==> config.mk <==
export PLATFORM = sky130hd
export DESIGN_NAME = output_stage
export DESIGN_NICKNAME = d
export VERILOG_FILES = /design/src/rtl/output_stage.sv
export SDC_FILE = /design/constraint.sdc
export NUM_CORES = 1
export LEC_CHECK = 0
export CAP_MARGIN = 20
export CORE_MARGIN = 10
export CORE_UTILIZATION = 47
export DETAILED_ROUTE_END_ITERATION = 7
export GPL_ROUTABILITY_DRIVEN = 0
export PLACE_DENSITY_LB_ADDON = 0.1
export SLEW_MARGIN = 30
export SYNTH_ARGS = -nofsm -noshare
export SYNTH_HDL_FRONTEND = slang
export SYNTH_SLANG_ARGS = --single-unit
==> constraint.sdc <==
create_clock -name CLK -period 5.6 [get_ports CLK]
set_clock_uncertainty 0.15 [all_clocks]
set_input_delay 1.4 -clock CLK [delete_from_list [all_inputs] [get_ports CLK]]
set_output_delay 1.4 -clock CLK [all_outputs]
set_load 0.01 [all_outputs]
==> src/rtl/output_stage.sv <==
// FT601 output stage: buffers capture words in a FIFO and streams them onto the bus.
// Define OUTPUT_STAGE_FRAME_MARKER_EN to prefix each frame-start word with a marker.
module output_stage #(
   parameter int FIFO_DEPTH = 16
) (
   input  logic        CLK,
   input  logic        rst_n,
   input  logic        txe_n,
   input  logic [31:0] data_in,
   input  logic [20:0] counter,
   output logic [31:0] data,
   output logic [3:0]  be,
   output logic        wr_n
);

   localparam int AW  = $clog2(FIFO_DEPTH);
   localparam int AW1 = AW + 1;
   localparam logic [AW:0] DEPTH_W = AW1'(FIFO_DEPTH);

   typedef enum logic {IDLE, WRITE} state_t;

   state_t        state;
   logic [20:0]   counter_q;
   logic [31:0]   mem [FIFO_DEPTH];
   logic [AW-1:0] wr_ptr, rd_ptr, rd_ptr_p1;
   logic [AW:0]   count, free;
   logic          new_word, xfer;
   logic [1:0]    push_n;

   assign new_word  = counter != counter_q;
   assign xfer      = !wr_n && !txe_n;
   assign rd_ptr_p1 = rd_ptr + AW'(1);
   // a word leaving at this edge frees its slot for a word arriving at the same edge
   assign free      = DEPTH_W - count + AW1'(xfer);

`ifdef OUTPUT_STAGE_FRAME_MARKER_EN
   localparam logic [31:0] MARKER = 32'hA5A5_5A5A;
   logic          frame_start;
   logic [AW-1:0] wr_ptr_p1;

   assign frame_start = new_word && (counter == '0);
   assign wr_ptr_p1   = wr_ptr + AW'(1);

   // marker and frame-start word go in together or not at all
   always_comb begin
      push_n = 2'd0;
      if (frame_start) begin
         if (free >= AW1'(2)) push_n = 2'd2;
      end else if (new_word && free != '0) begin
         push_n = 2'd1;
      end
   end

   always_ff @(posedge CLK) begin
      if (push_n == 2'd2) begin
         mem[wr_ptr]    <= MARKER;
         mem[wr_ptr_p1] <= data_in;
      end else if (push_n == 2'd1) begin
         mem[wr_ptr]    <= data_in;
      end
   end
`else
   always_comb begin
      push_n = 2'd0;
      if (new_word && free != '0) push_n = 2'd1;
   end

   always_ff @(posedge CLK) begin
      if (push_n == 2'd1) mem[wr_ptr] <= data_in;
   end
`endif

   // counter_q resets to all-ones so counter==0 at release is seen as a new frame
   always_ff @(posedge CLK or negedge rst_n) begin
      if (!rst_n) begin
         counter_q <= '1;
         wr_ptr    <= '0;
         rd_ptr    <= '0;
         count     <= '0;
      end else begin
         counter_q <= counter;
         wr_ptr    <= wr_ptr + AW'(push_n);
         rd_ptr    <= rd_ptr + AW'(xfer);
         count     <= count + AW1'(push_n) - AW1'(xfer);
      end
   end

   // data shows the FIFO head while in WRITE; the head is popped only when the word is taken
   always_ff @(posedge CLK or negedge rst_n) begin
      if (!rst_n) begin
         state <= IDLE;
         data  <= '0;
         be    <= '0;
         wr_n  <= 1'b1;
      end else begin
         case (state)
            IDLE: begin
               if (count != '0 && !txe_n) begin
                  state <= WRITE;
                  data  <= mem[rd_ptr];
                  be    <= 4'b1111;
                  wr_n  <= 1'b0;
               end
            end
            WRITE: begin
               if (!txe_n) begin
                  if (count > AW1'(1)) begin
                     data <= mem[rd_ptr_p1];
                  end else begin
                     state <= IDLE;
                     be    <= 4'b0000;
                     wr_n  <= 1'b1;
                  end
               end
            end
            default: begin
               state <= IDLE;
               be    <= 4'b0000;
               wr_n  <= 1'b1;
            end
         endcase
      end
   end

endmodule

==> impl_metrics.py <==
metrics = {
    "placement": {
        "place_ws_ps": 845,
        "portBuffers": 92,
        "detailed_place_hpwl_um": 37800,
    },
    "logic_synthesis": {
        "ys_types": 43,
        "syn-num-nets": 1400,
        "syn-instance-count": 1326,
        "syn_area_um2": 26400,
        "synth.most_common_cell": "edfxtp_1",
        "synthArstFlopShare_pct": 11.9,
        "synth-edff-count": 512,
        "seq_area_frac_synth_pct": 64.8,
        "syn_area_per_cell_um2": 19.9,
        "synth_area_leaders": "edfxtp_1 (58%), mux4_2 (22%), dfrtp_1 (4.4%)",
        "synth_top_area_share_pct": 58.2,
        "synth_ff_type": "edfxtp_1",
        "synth_seq_cells": 581,
        "synthTopCellsByCount": "edfxtp_1 (512), mux4_2 (256), mux2i_1 (64), buf_2 (48), dfrtp_1 (47)",
        "yosys.area.top_type": "edfxtp_1",
        "yosysWarnings": 0,
    },
    "global_routing": {
        "first_global_vias": 14947,
        "grt_pass1_wl_um": 98200,
        "grt_overflow": 0,
        "grt_max_degree": 107,
        "track_usage_pct": 19.7,
        "antenna_found_initial": 1,
    },
    "clock_network": {
        "postCtsHoldBufs": 0,
        "post_cts_resized": 0,
        "clkLatencyLatePin_ps": 610,
        "clockBufferDepth": 3,
        "clkTransAtPathRegs_ps": 60,
        "cts_made_buffers": 60,
        "cts_root_buffer": "clkbuf_16",
        "cts_setup_buffers": 0,
        "cts_tree": "built",
        "htree_levels": 2,
        "cts.sinks": 581,
    },
    "final_layout": {
        "n_fill_cell": 4256,
        "nets": 1502,
        "drive_gt1_share_pct": 30.9,
        "area_growth_pct": 14.9,
        "multiInputGateArea_um2": 8830,
        "seq_area_um2": 17100,
        "final_util_pct": 54.8,
    },
    "floorplanning": {
        "core.rowCount": 86,
        "die_x_um": 257,
        "die-area_um2": 66100,
        "pin_count": 93,
        "start_util_pct": 47.7,
        "core_area_um2": 55400,
        "chipHeight_um": 257,
    },
    "routing": {
        "drt_first_pass_iters": 5,
        "first_iter_violations": 1279,
        "drc": 0,
        "ant_nets": 0,
        "totalWireLength_um": 64800,
        "via_count": 13995,
        "drt-wirelength-per-cell_um": 29.1,
        "routed_via_density": 6.28,
    },
    "worst_setup_path": {
        "critPathCaptureType": "flip-flop",
        "cp.required_ps": 5950,
        "worstPathMaxFanout": 5,
        "crit_type": "input pin to flip-flop",
        "critPathLaunchType": "input pin",
        "arrival_ps": 4480,
    },
    "timing": {
        "setup_viol": 0,
        "min_period_over_period_pct": 73.7,
        "fin_ws_ps": 1470,
        "grt_setup_unrepaired": "no",
        "period_needed_ps": 4130,
        "whs_ps": 361,
        "maxSlewViolCount": 0,
        "tightest_slew_ps": 945,
        "slew-limit-headroom_pct": 37.0,
        "fin_setup_tns_ps": 0,
        "hold_viol_final": 0,
        "fmax_ghz": 0.242,
    },
    "pwr": {
        "powerDensity_nw_per_um2": 614,
        "p_leak_nw": 9.88,
        "vdd_drop_max_mv": 0.463,
    },
    "outcome": {
        "status": "complete, no violations",
    },
    "flow_run": {
        "max-cap-violations": 0,
    },
    "hold_path": {
        "hold_class": "flip-flop to flip-flop",
    },
}
==> registers in the layout (all words and copies together), names as in the netlist <==
name and cells:
be 1, count 5, counter_q 21, data 32
mem 512, rd_ptr 4, state 1, wr_n 1
wr_ptr 4
==> worst max-delay path, cell delays in order <==
cell and delay [ps]:
clkdlybuf4s50_1 470, or2_2 310, ha_1 200, inv_1 60, ha_1 160, nor3_1 60, a31oi_1 260, o32ai_4 150
ha_1 300, inv_1 50, ha_1 150, inv_1 60, fa_1 430, nor2_1 110, nor2_1 40, nor2_1 80
nor2_1 60, xor2_1 130
==> report_power, final <==
part | internal (W) | switching [W] | total, W
clock network | 0.00245 | 0.00165 | 0.00410
logic | 0.00399 | 0.00433 | 0.00832
registers | 0.00573 | 0.000524 | 0.00625
total | 0.0122 | 0.00650 | 0.0187
==> path summary, 6_finish.rpt <==
path,from,to,slack [ps],cells past startpoint
max,txe_n,count[4],1470,18
min,data[24],data[24],360,1
max reg2reg,rd_ptr[0],data[4],2340,6
min reg2reg,data[24],data[24],360,1
max in group asynchronous,rst_n,wr_n,3580,2
min in group asynchronous,rst_n,data[13],760,1
==> per-layer routing <==
layer / up-vias / wire length (um) / track usage (%)
li1: 5895 / - / -
met1: 7543 / 26900 / 26.4
met2: 459 / 32800 / 33.2
met3: 98 / 3570 / 2.80
met4: 0 / 1620 / 6.00
met5: - / 0 / 0
==> cell usage in the layout (no fill, tap or decap), drive strengths merged, types with 2 or more instances in the layout <==
cell	instances
a21oi	2
a22oi	32
a31oi	33
buf	54
bufinv	7
clkbuf	82
clkdlybuf4s50	91
clkinv	20
clkinvlp	2
dfrtp	47
dfstp	22
edfxtp	512
ha	17
inv	14
mux2i	64
mux4	256
nand2	36
nand2b	5
nand3	4
nand3b	33
nor2	11
nor2b	2
nor3	11
nor4	10
o21bai	2
o221ai	32
o22a	32
xnor2	10
xor2	22
==> final cells by class <==
type	count	share of cell area (%)
flip-flops and latches	581	56.4
well taps	748	3.08
diodes	1	0.00824
clock inverters	30	1.10
inverters	13	0.161
multi-input cells	627	29.1
repair buffers	145	4.55
clock buffers	82	5.63
==> stage by stage <==
| stage | total power [W] | std cells | cell area (um2) |
|---|---|---|---|
| detailed placement | 0.0148 | 2114 | 28300 |
| CTS | 0.0189 | 2226 | 30400 |
| global placement | 0.0147 | 2114 | 28300 |
| finish | 0.0187 | 2227 | 30400 |
| global route | 0.0197 | 2227 | 30400 |
| floorplan | 0.0123 | 1326 | 26400 |
==> cells by family (layout without fill, tap and decap cells) <==
family	count (synthesis)	count (layout)	synth area share [%]
AND/OR/NAND/NOR	119	119	2.50
buffers and inverters	118	270	2.36
adder cells (fa/ha/maj)	18	18	0.880
flip-flops	581	581	64.8
multiplexers	320	320	24.2
AO/OA/AOI/OAI	138	138	4.09
other	0	1	0
XOR/XNOR	32	32	1.13
Power figures use the tool's default switching activity.
